$ cat src/rtl/conv1d_mac_scheduler.sv
// Conv1D (kernel 5, stride 1) multiply-stage sequencer: sliding window, weight ROM addressing, requantisation.
// Optional fused ReLU on the requantised result when CONV_RELU_EN is defined.
module conv1d_mac_scheduler #(
  parameter int BIT_WIDTH   = 16,
  parameter int NUM_FILTERS = 8,
  parameter int FRAC_BITS   = 8,
  parameter int LEN_WIDTH   = 10
) (
  input  logic                              clk,
  input  logic                              rst,
  input  logic                              start,
  input  logic [LEN_WIDTH-1:0]              seq_len,
  input  logic                              in_valid,
  output logic                              in_ready,
  input  logic [BIT_WIDTH-1:0]              in_data,
  output logic [$clog2(NUM_FILTERS)-1:0]    weight_addr,
  output logic [1:0]                        mul_enable,
  output logic [5*BIT_WIDTH-1:0]            tap_data,
  input  logic [12*BIT_WIDTH-1:0]           mul_results,
  output logic                              out_valid,
  input  logic                              out_ready,
  output logic [BIT_WIDTH-1:0]              out_data,
  output logic [$clog2(NUM_FILTERS)-1:0]    out_filter,
  output logic                              busy,
  output logic                              done
);

  localparam int FW    = $clog2(NUM_FILTERS);
  localparam int PW    = 2 * BIT_WIDTH;
  localparam int ACC_W = PW + 3;
  localparam logic signed [ACC_W-1:0] SAT_MAX = ACC_W'((64'sd1 <<< (BIT_WIDTH - 1)) - 64'sd1);
  localparam logic signed [ACC_W-1:0] SAT_MIN = ACC_W'(-(64'sd1 <<< (BIT_WIDTH - 1)));

  typedef enum logic [2:0] {
    S_IDLE = 3'd0,
    S_LOAD = 3'd1,
    S_ADDR = 3'd2,
    S_MAC  = 3'd3,
    S_OUT  = 3'd4,
    S_DONE = 3'd5
  } state_e;

  state_e                   state_q, state_d;
  logic [BIT_WIDTH-1:0]     win_q [5];
  logic [BIT_WIDTH-1:0]     win_d [5];
  logic [2:0]               need_q, need_d;
  logic [LEN_WIDTH-1:0]     pos_left_q, pos_left_d;
  logic [FW-1:0]            filt_q, filt_d;
  logic [FW-1:0]            waddr_q, waddr_d;
  logic [FW-1:0]            ofilt_q, ofilt_d;
  logic signed [ACC_W-1:0]  acc_q, acc_d, acc_sum_s;
  logic                     in_ready_q, in_ready_d;
  logic                     out_valid_q, out_valid_d;
  logic                     busy_q, busy_d;
  logic                     done_q, done_d;
  logic [1:0]               mul_en_q, mul_en_d;
  logic                     seq_ok_s;
  logic                     last_filt_s;

  // Arithmetic shift floors toward -inf; the result is then clamped to the sample range.
  function automatic logic [BIT_WIDTH-1:0] requant(input logic signed [ACC_W-1:0] a);
    logic signed [ACC_W-1:0] sh;
    logic [BIT_WIDTH-1:0]    r;
    sh = a >>> FRAC_BITS;
    if (sh > SAT_MAX) begin
      r = SAT_MAX[BIT_WIDTH-1:0];
    end else if (sh < SAT_MIN) begin
      r = SAT_MIN[BIT_WIDTH-1:0];
    end else begin
      r = sh[BIT_WIDTH-1:0];
    end
`ifdef CONV_RELU_EN
    if (r[BIT_WIDTH-1]) begin
      r = '0;
    end else begin
      r = r;
    end
`endif
    return r;
  endfunction

  assign seq_ok_s    = (seq_len >= LEN_WIDTH'(5));
  assign last_filt_s = (filt_q == FW'(NUM_FILTERS - 1));

  always_comb begin
    acc_sum_s = '0;
    for (int i = 0; i < 6; i++) begin
      acc_sum_s = acc_sum_s + ACC_W'($signed(mul_results[i*PW +: PW]));
    end
  end

  always_ff @(posedge clk) begin
    if (rst) begin
      state_q <= S_IDLE;
    end else begin
      state_q <= state_d;
    end
  end

  always_comb begin
    state_d = state_q;
    case (state_q)
      S_IDLE: begin
        if (start) begin
          state_d = seq_ok_s ? S_LOAD : S_DONE;
        end else begin
          state_d = S_IDLE;
        end
      end
      S_LOAD: begin
        if (in_valid && (need_q == 3'd1)) begin
          state_d = S_ADDR;
        end else begin
          state_d = S_LOAD;
        end
      end
      S_ADDR: state_d = S_MAC;
      S_MAC:  state_d = S_OUT;
      S_OUT: begin
        if (!out_ready) begin
          state_d = S_OUT;
        end else if (!last_filt_s) begin
          state_d = S_ADDR;
        end else if (pos_left_q > LEN_WIDTH'(1)) begin
          state_d = S_LOAD;
        end else begin
          state_d = S_DONE;
        end
      end
      S_DONE:  state_d = S_IDLE;
      default: state_d = S_IDLE;
    endcase
  end

  always_comb begin
    in_ready_d  = (state_d == S_LOAD);
    out_valid_d = (state_d == S_OUT);
    busy_d      = (state_d != S_IDLE);
    done_d      = (state_d == S_DONE);
    mul_en_d    = (state_d == S_MAC) ? 2'b01 : 2'b00;
  end

  always_comb begin
    win_d      = win_q;
    need_d     = need_q;
    pos_left_d = pos_left_q;
    filt_d     = filt_q;
    waddr_d    = waddr_q;
    ofilt_d    = ofilt_q;
    acc_d      = acc_q;
    case (state_q)
      S_IDLE: begin
        if (start && seq_ok_s) begin
          pos_left_d = seq_len - LEN_WIDTH'(4);
          need_d     = 3'd5;
          filt_d     = '0;
          waddr_d    = '0;
        end else begin
          pos_left_d = pos_left_q;
        end
      end
      S_LOAD: begin
        if (in_valid) begin
          for (int i = 0; i < 4; i++) begin
            win_d[i] = win_q[i+1];
          end
          win_d[4] = in_data;
          // After the first window only one new sample completes each position.
          if (need_q == 3'd1) begin
            filt_d  = '0;
            waddr_d = '0;
          end else begin
            need_d = need_q - 3'd1;
          end
        end else begin
          win_d = win_q;
        end
      end
      S_MAC: begin
        acc_d   = acc_sum_s;
        ofilt_d = filt_q;
      end
      S_OUT: begin
        if (out_ready) begin
          if (!last_filt_s) begin
            filt_d  = filt_q + FW'(1);
            waddr_d = filt_q + FW'(1);
          end else begin
            filt_d     = '0;
            waddr_d    = '0;
            pos_left_d = pos_left_q - LEN_WIDTH'(1);
          end
        end else begin
          filt_d = filt_q;
        end
      end
      default: begin
        acc_d = acc_q;
      end
    endcase
  end

  always_ff @(posedge clk) begin
    if (rst) begin
      for (int i = 0; i < 5; i++) begin
        win_q[i] <= '0;
      end
      need_q      <= 3'd0;
      pos_left_q  <= '0;
      filt_q      <= '0;
      waddr_q     <= '0;
      ofilt_q     <= '0;
      acc_q       <= '0;
      in_ready_q  <= 1'b0;
      out_valid_q <= 1'b0;
      busy_q      <= 1'b0;
      done_q      <= 1'b0;
      mul_en_q    <= 2'b00;
    end else begin
      win_q       <= win_d;
      need_q      <= need_d;
      pos_left_q  <= pos_left_d;
      filt_q      <= filt_d;
      waddr_q     <= waddr_d;
      ofilt_q     <= ofilt_d;
      acc_q       <= acc_d;
      in_ready_q  <= in_ready_d;
      out_valid_q <= out_valid_d;
      busy_q      <= busy_d;
      done_q      <= done_d;
      mul_en_q    <= mul_en_d;
    end
  end

  assign in_ready    = in_ready_q;
  assign out_valid   = out_valid_q;
  assign busy        = busy_q;
  assign done        = done_q;
  assign mul_enable  = mul_en_q;
  assign weight_addr = waddr_q;
  assign out_filter  = ofilt_q;
  // Held in acc_q, so the word stays stable for the whole OUT stall.
  assign out_data    = requant(acc_q);
  assign tap_data    = {win_q[4], win_q[3], win_q[2], win_q[1], win_q[0]};

endmodule

$ cat config.mk
export PLATFORM = sky130hd
export DESIGN_NAME = conv1d_mac_scheduler
export DESIGN_NICKNAME = d
export VERILOG_FILES = /design/src/rtl/conv1d_mac_scheduler.sv
export SDC_FILE = /design/constraint.sdc
export NUM_CORES = 1
export LEC_CHECK = 0
export ABC_AREA = 1
export CORE_MARGIN = 4
export CORE_UTILIZATION = 49
export DETAILED_ROUTE_END_ITERATION = 8
export GPL_ROUTABILITY_DRIVEN = 0
export PLACE_DENSITY = 0.82
export SETUP_SLACK_MARGIN = 0.2
export SYNTH_ARGS = -nofsm -noshare
export SYNTH_HDL_FRONTEND = slang
export SYNTH_SLANG_ARGS = --single-unit
export TNS_END_PERCENT = 1
$ cat constraint.sdc
create_clock -name clk -period 4.8 [get_ports clk]
set_input_delay 0.96 -clock clk [delete_from_list [all_inputs] [get_ports clk]]
set_output_delay 0.96 -clock clk [all_outputs]
set_load 0.03 [all_outputs]
**Word level (Yosys, flattened, before mapping)**

Cells that the tools add are included.
W data, S select, Z words.

- Memory bits (read-only): 0
- Logic and storage cells: 80
- Output and inout port bits: 108
- Bits in latches: 0
- Memories: 0
- Register bits: 143
- Bits in writable memories: 0

- $lt $le $gt $ge: 4
- Shifts and indexed selects: 0
- Equality and inequality tests: 16
- Reduce and logical (&&, ||, !) cells: 11
- Mux-type cells: 24
- Bitwise gates (word level): 0
- Multipliers: 0
- Add/subtract/negate cells: 9
- Div/mod/pow operators: 0

Operator list:

| operator | number |
|---|---|
| $add A35 B32 Y35 | 2 |
| $mux W3 | 13 |
| $add A34 B32 Y35 | 1 |
| $add A33 B32 Y34 | 1 |
| $add A32 B32 Y33 | 1 |
| $mux W16 | 2 |
| $mux W10 | 3 |
| $gt A27 B16 Y1 const B | 1 |
| $lt A27 B16 Y1 const B | 1 |
| $pmux W10 S2 | 1 |
| $pmux W3 S5 | 1 |
| $eq A3 B3 Y1 const B | 4 |
| $ne A2 B2 Y1 const B | 6 |
| $ge A10 B3 Y1 const B | 1 |
| $gt A10 B1 Y1 const B | 1 |
| $sub A10 B1 Y10 const B | 1 |
| $sub A10 B3 Y10 const B | 1 |
| $eq A3 B1 Y1 const B | 3 |
| $eq A3 B2 Y1 const B | 3 |
| $pmux W3 S3 | 1 |
| $reduce_and A4 Y1 | 2 |
| $pmux W3 S2 | 1 |
| $reduce_bool A3 Y1 | 2 |
| $reduce_and A5 Y1 | 1 |
| 8 further kinds | 10 |

**Longest topological paths before layout**

- Word-level depth: 7
- Mapped depth: 22

**Least setup slack after synthesis**

OpenSTA, ideal clock, no wires.

- Path kind: input -> register
- Start point: input port mul_results[16]
- End point: register acc_q[29]
- Setup slack: 0.651 ns
- Buffers on the path: 0
- Setup time: 0.109 ns
- Data arrival time: 4.040 ns
- Stages on the path: 19
- Path through: inv_1 fa_1 inv_1 fa_1 inv_1 fa_1 inv_1 ha_1 a21oi_1 inv_1 nor2_1 nor2_1 nor2_1 nor2_1 nor2_1 a21o_1 nand3_1 nand2_1 inv_1

- Longest elaborated chain between the ends: 5

Ends and longest elaborated chain:

| what | RTL line | source |
|---|---|---|
| from (decl) | 19 | `input logic [12*BIT_WIDTH-1:0] mul_results,` |
| $add A32 B32 Y33 | 88 | `acc_sum_s = acc_sum_s + ACC_W'($signed(mul_results[i*PW +: PW]));` |
| $add A33 B32 Y34 | 88 |  |
| $add A34 B32 Y35 | 88 |  |
| $add A35 B32 Y35 (2 in a row) | 88 |  |
| to (signal assigned) | 213 | `acc_q <= '0;` |
| to (signal assigned) | 226 | `acc_q <= acc_d;` |
| to (decl) | 51 | `logic signed [ACC_W-1:0] acc_q, acc_d, acc_sum_s;` |

Every way passes these cells.
A chain may end at the register's enable or synchronous reset.

**Worst setup path in the final report**

- Start point: input port mul_results[16]
- End point: register acc_q[30]

Same word-level chain as after synthesis.

==> results.cfg <==
[pwr]
report.power.total_w = 0.00724
cellLeakagePower_nw = 8.08
power-per-cell-area_nw_per_um2 = 455
vdd_drop_max_mv = 0.278

[critical_path]
criticalPathCategory = in2reg
crit_path_start_kind = input port
crit_path_max_fanout = 4
worstPathCellList = clkdlybuf4s50_1, inv_1, fa_1, inv_1, fa_1, inv_1, fa_1, inv_1, ha_1, nand2_1, buf_4, o21a_1, o21ai_1, a21oi_1, nand3_1, nand3_1, nand2_1, inv_1
cp.buffers_inverters = 7
endpoint_kind = flop
cp.arrival_ns = 4.82
critical_path.most_common_cell = sky130_fd_sc_hd__inv_1
crit_required_ns = 5.12
critPathSlowestCell = sky130_fd_sc_hd__fa_1
critical-path-top-delay-family = adder cells
slowest_delay_ns = 0.54

[timing]
highest_clock_frequency_the_design_can_meet_mhz = 222
max-slew-margin-rel_pct = 28.1
worst_pin_slew_ns = 1.08
final_hold_viol_count = 0
finalWorstPathRequiredPeriod_ns = 4.50
final.setup.tns_ns = 0
timing_max_transition_violations_final = 0
share_of_the_cycle_needed_by_the_critical_path_after_routing_pct = 93.8
rsz0062_at_grt = true
setup_viol = 0
clock-skew-final_ns = 0.0106

[grt]
grt_max_degree = 83
gr-max-usage-layer = met2
first_pass_grt_wire_length_um = 52200
grtUsageTotal_pct = 24.3
grtUsageMet1_pct = 29.2
grt_antenna_before_repair = 0
number_of_global_route_vias_before_repair = 11300
grt_util_met2_pct = 43.1
gr-total-overflow = 0
globalRouteMet3Util_pct = 6.48

[synthesis]
synth_cells = 1593
yosysSeqAreaShare_pct = 23.8
postSynthNetCount = 1984
synth.distinct_cells = 38
syn_area_per_cell_um2 = 7.08
synthArstFlopShare_pct = 0
synth-main-ff-cell = sky130_fd_sc_hd__dfxtp_1
ys.warnings.count = 0
ys_ff_latch = 134
post_synth_edffs = 0
netlist_area_um2 = 11300

[die]
top_level_ports = 331
fp.dieArea_um2 = 25500
fp.coreArea_um2 = 22600
floorplan.die.height_um = 160
core.rowCount = 55
initial_utilization_pct = 49.8
horizontal_extent_of_the_die_um = 160

[finish]
design.final.nets = 2338
layout.filler_cells = 1782
drive_above_1_share_pct = 6.99
layout-area-overhead-vs-synth_pct = 41.1
insertedDiodeCount = 0

[drt]
ant_nets = 0
drtIter0Drc = 610
detail_route.wl_per_cell_um = 14.0
drt_wl_total_um = 31400
routed_via_density = 4.89
drcViolationCount = 0
drt_pass1_iterations = 5
vias = 11000

[outcome]
outcome = finished clean

[cts]
clkTransAtPathRegs_ns = 0.06
clk-insertion-delay-late_ns = 0.42
tritoncts = built
cts_buffer_depth = 2
htree_levels = 4
cts-root-buf = sky130_fd_sc_hd__clkbuf_16
cts_sinks = 134
cts_made_buffers = 17

[flow_run]
max-cap-violations = 0

[placed_design]
placement.io_buffers = 329
dp.final_hpwl_um = 25000

[min_path]
min_delay_worst_type = reg2reg
[sequential cells by signal, indices dropped and copies added, names as in the netlist]
register / flops
tap_data: 80
acc_q: 27
pos_left_q: 10
need_q: 3
out_filter: 3
state_q: 3
weight_addr: 3
busy: 1
done: 1
in_ready: 1
mul_enable: 1
out_valid: 1
[layout by cell type (no fill, tap or decap), drive strengths merged, types with 3 or more instances in the layout]
master,n
nor2,284
dfxtp,134
ha,40
clkbuf,17
nand3,38
xor2,20
clkinv,6
a21oi,73
nand4,9
nor4,3
o211ai,4
fa,128
o21a,4
a21boi,3
o21ai,143
a21o,6
buf,50
clkdlybuf4s50,329
inv,465
nand2,163
nor3,19
a31oi,10
[area by class of cell]
cell class              count  area [um2]  area share, %
clock buffers              17         425           2.67
repair buffers            379        3670           23.1
inverters                 458        1720           10.8
clock inverters            15         184           1.16
multi-input cells         957        6870           43.2
flip-flops and latches    134        2680           16.9
well taps                 285         357           2.24
[cell usage after synthesis, types with 2 or more instances]
master                     number  share of area, %
sky130_fd_sc_hd__buf_2          5              0.22
sky130_fd_sc_hd__a31oi_1       10              0.56
sky130_fd_sc_hd__fa_1         128                23
sky130_fd_sc_hd__buf_4          4              0.27
sky130_fd_sc_hd__nor2_4         2              0.20
sky130_fd_sc_hd__ha_1          40               4.4
sky130_fd_sc_hd__inv_2          4              0.13
sky130_fd_sc_hd__nor2_1       279               9.3
sky130_fd_sc_hd__a21boi_0       3              0.20
sky130_fd_sc_hd__o21ai_1        2             0.089
sky130_fd_sc_hd__nand2_1      156               5.2
sky130_fd_sc_hd__a21oi_1       71               3.2
sky130_fd_sc_hd__nand2_2        6              0.33
sky130_fd_sc_hd__xor2_1        20               1.6
sky130_fd_sc_hd__a21oi_2        2              0.16
sky130_fd_sc_hd__inv_1        454                15
sky130_fd_sc_hd__nor2_2         3              0.17
sky130_fd_sc_hd__a21o_1         6              0.40
sky130_fd_sc_hd__o21ai_0      141               6.3
sky130_fd_sc_hd__o21a_1         4              0.27
sky130_fd_sc_hd__nor3_1        19              0.84
sky130_fd_sc_hd__nand4_1        9              0.50
sky130_fd_sc_hd__nor4_1         3              0.17
sky130_fd_sc_hd__dfxtp_1      134                24
sky130_fd_sc_hd__nand3_1       38               1.7
sky130_fd_sc_hd__o211ai_1       4              0.27
sky130_fd_sc_hd__clkbuf_1      35               1.2
[metal layers]
layer	vias to the layer above	part of all wire, %
met5	-	0
met1	5119	40
li1	5421	-
met4	0	2.5
met2	381	50
met3	63	8.0
[worst reg2reg max path: cells and delay by family, from the launching register on]
kind / cells / cell delay [ns]
simple gates: 4 / 1.07
buf+inv: 3 / 1.14
flops: 1 / 0.35
[worst paths after layout]
kind / start / to / slack, ns / cells after the start
min: out_filter[0]$_SDFFE_PP0N_ / out_filter[0]$_SDFFE_PP0N_ / 0.50 / 2
min reg2reg: out_filter[0]$_SDFFE_PP0N_ / out_filter[0]$_SDFFE_PP0N_ / 0.50 / 2
max: mul_results[16] / acc_q[30]$_SDFFE_PP0N_ / 0.30 / 18
max reg2reg: state_q[0]$_SDFF_PP0_ / acc_q[20]$_SDFFE_PP0N_ / 2.15 / 7
[repair_timing]
| action | 4_1_cts | 5_1_grt |
|---|---|---|
| cloned | 0 | 0 |
| hold buffers | 0 | 0 |
| pin swaps | 0 | 9 |
| setup buffers | 0 | 1 |
| setup endpoints to repair | 1 | 23 |
| resized for setup | 1 | 41 |
[report_power, final]
part	total, W	leakage [nW]	switching [W]	internal (W)
registers	0.00124	1.09	0.0000548	0.00119
clock network	0.00132	0.295	0.000575	0.000747
logic	0.00468	6.69	0.00269	0.00199
[metrics by stage]
step	setup slack (ns)	cell area [um2]	hold WS, ns	std cells	util [%]
3_5_place_dp	-0.198	15100	0.486	2212	66.7
3_3_place_gp	-0.178	15100	0.470	2212	66.7
5_1_grt	0.139	15900	0.524	2245	70.3
6_report	0.297	15900	0.495	2245	70.3
4_1_cts	0.262	15700	0.502	2244	69.5
2_1_floorplan	0.651	11300	0.453	1593	-
[cells by family after synthesis]
logic type	Yosys count	share of synthesized area (%)
other cells	1	0.0333
flops	134	23.8
fa+ha+maj	168	27.2
simple gates	518	18.6
buf+inv	502	16.9
xor+xnor	21	1.63
compound gates	249	11.8
Power figures use the tool's default switching activity.
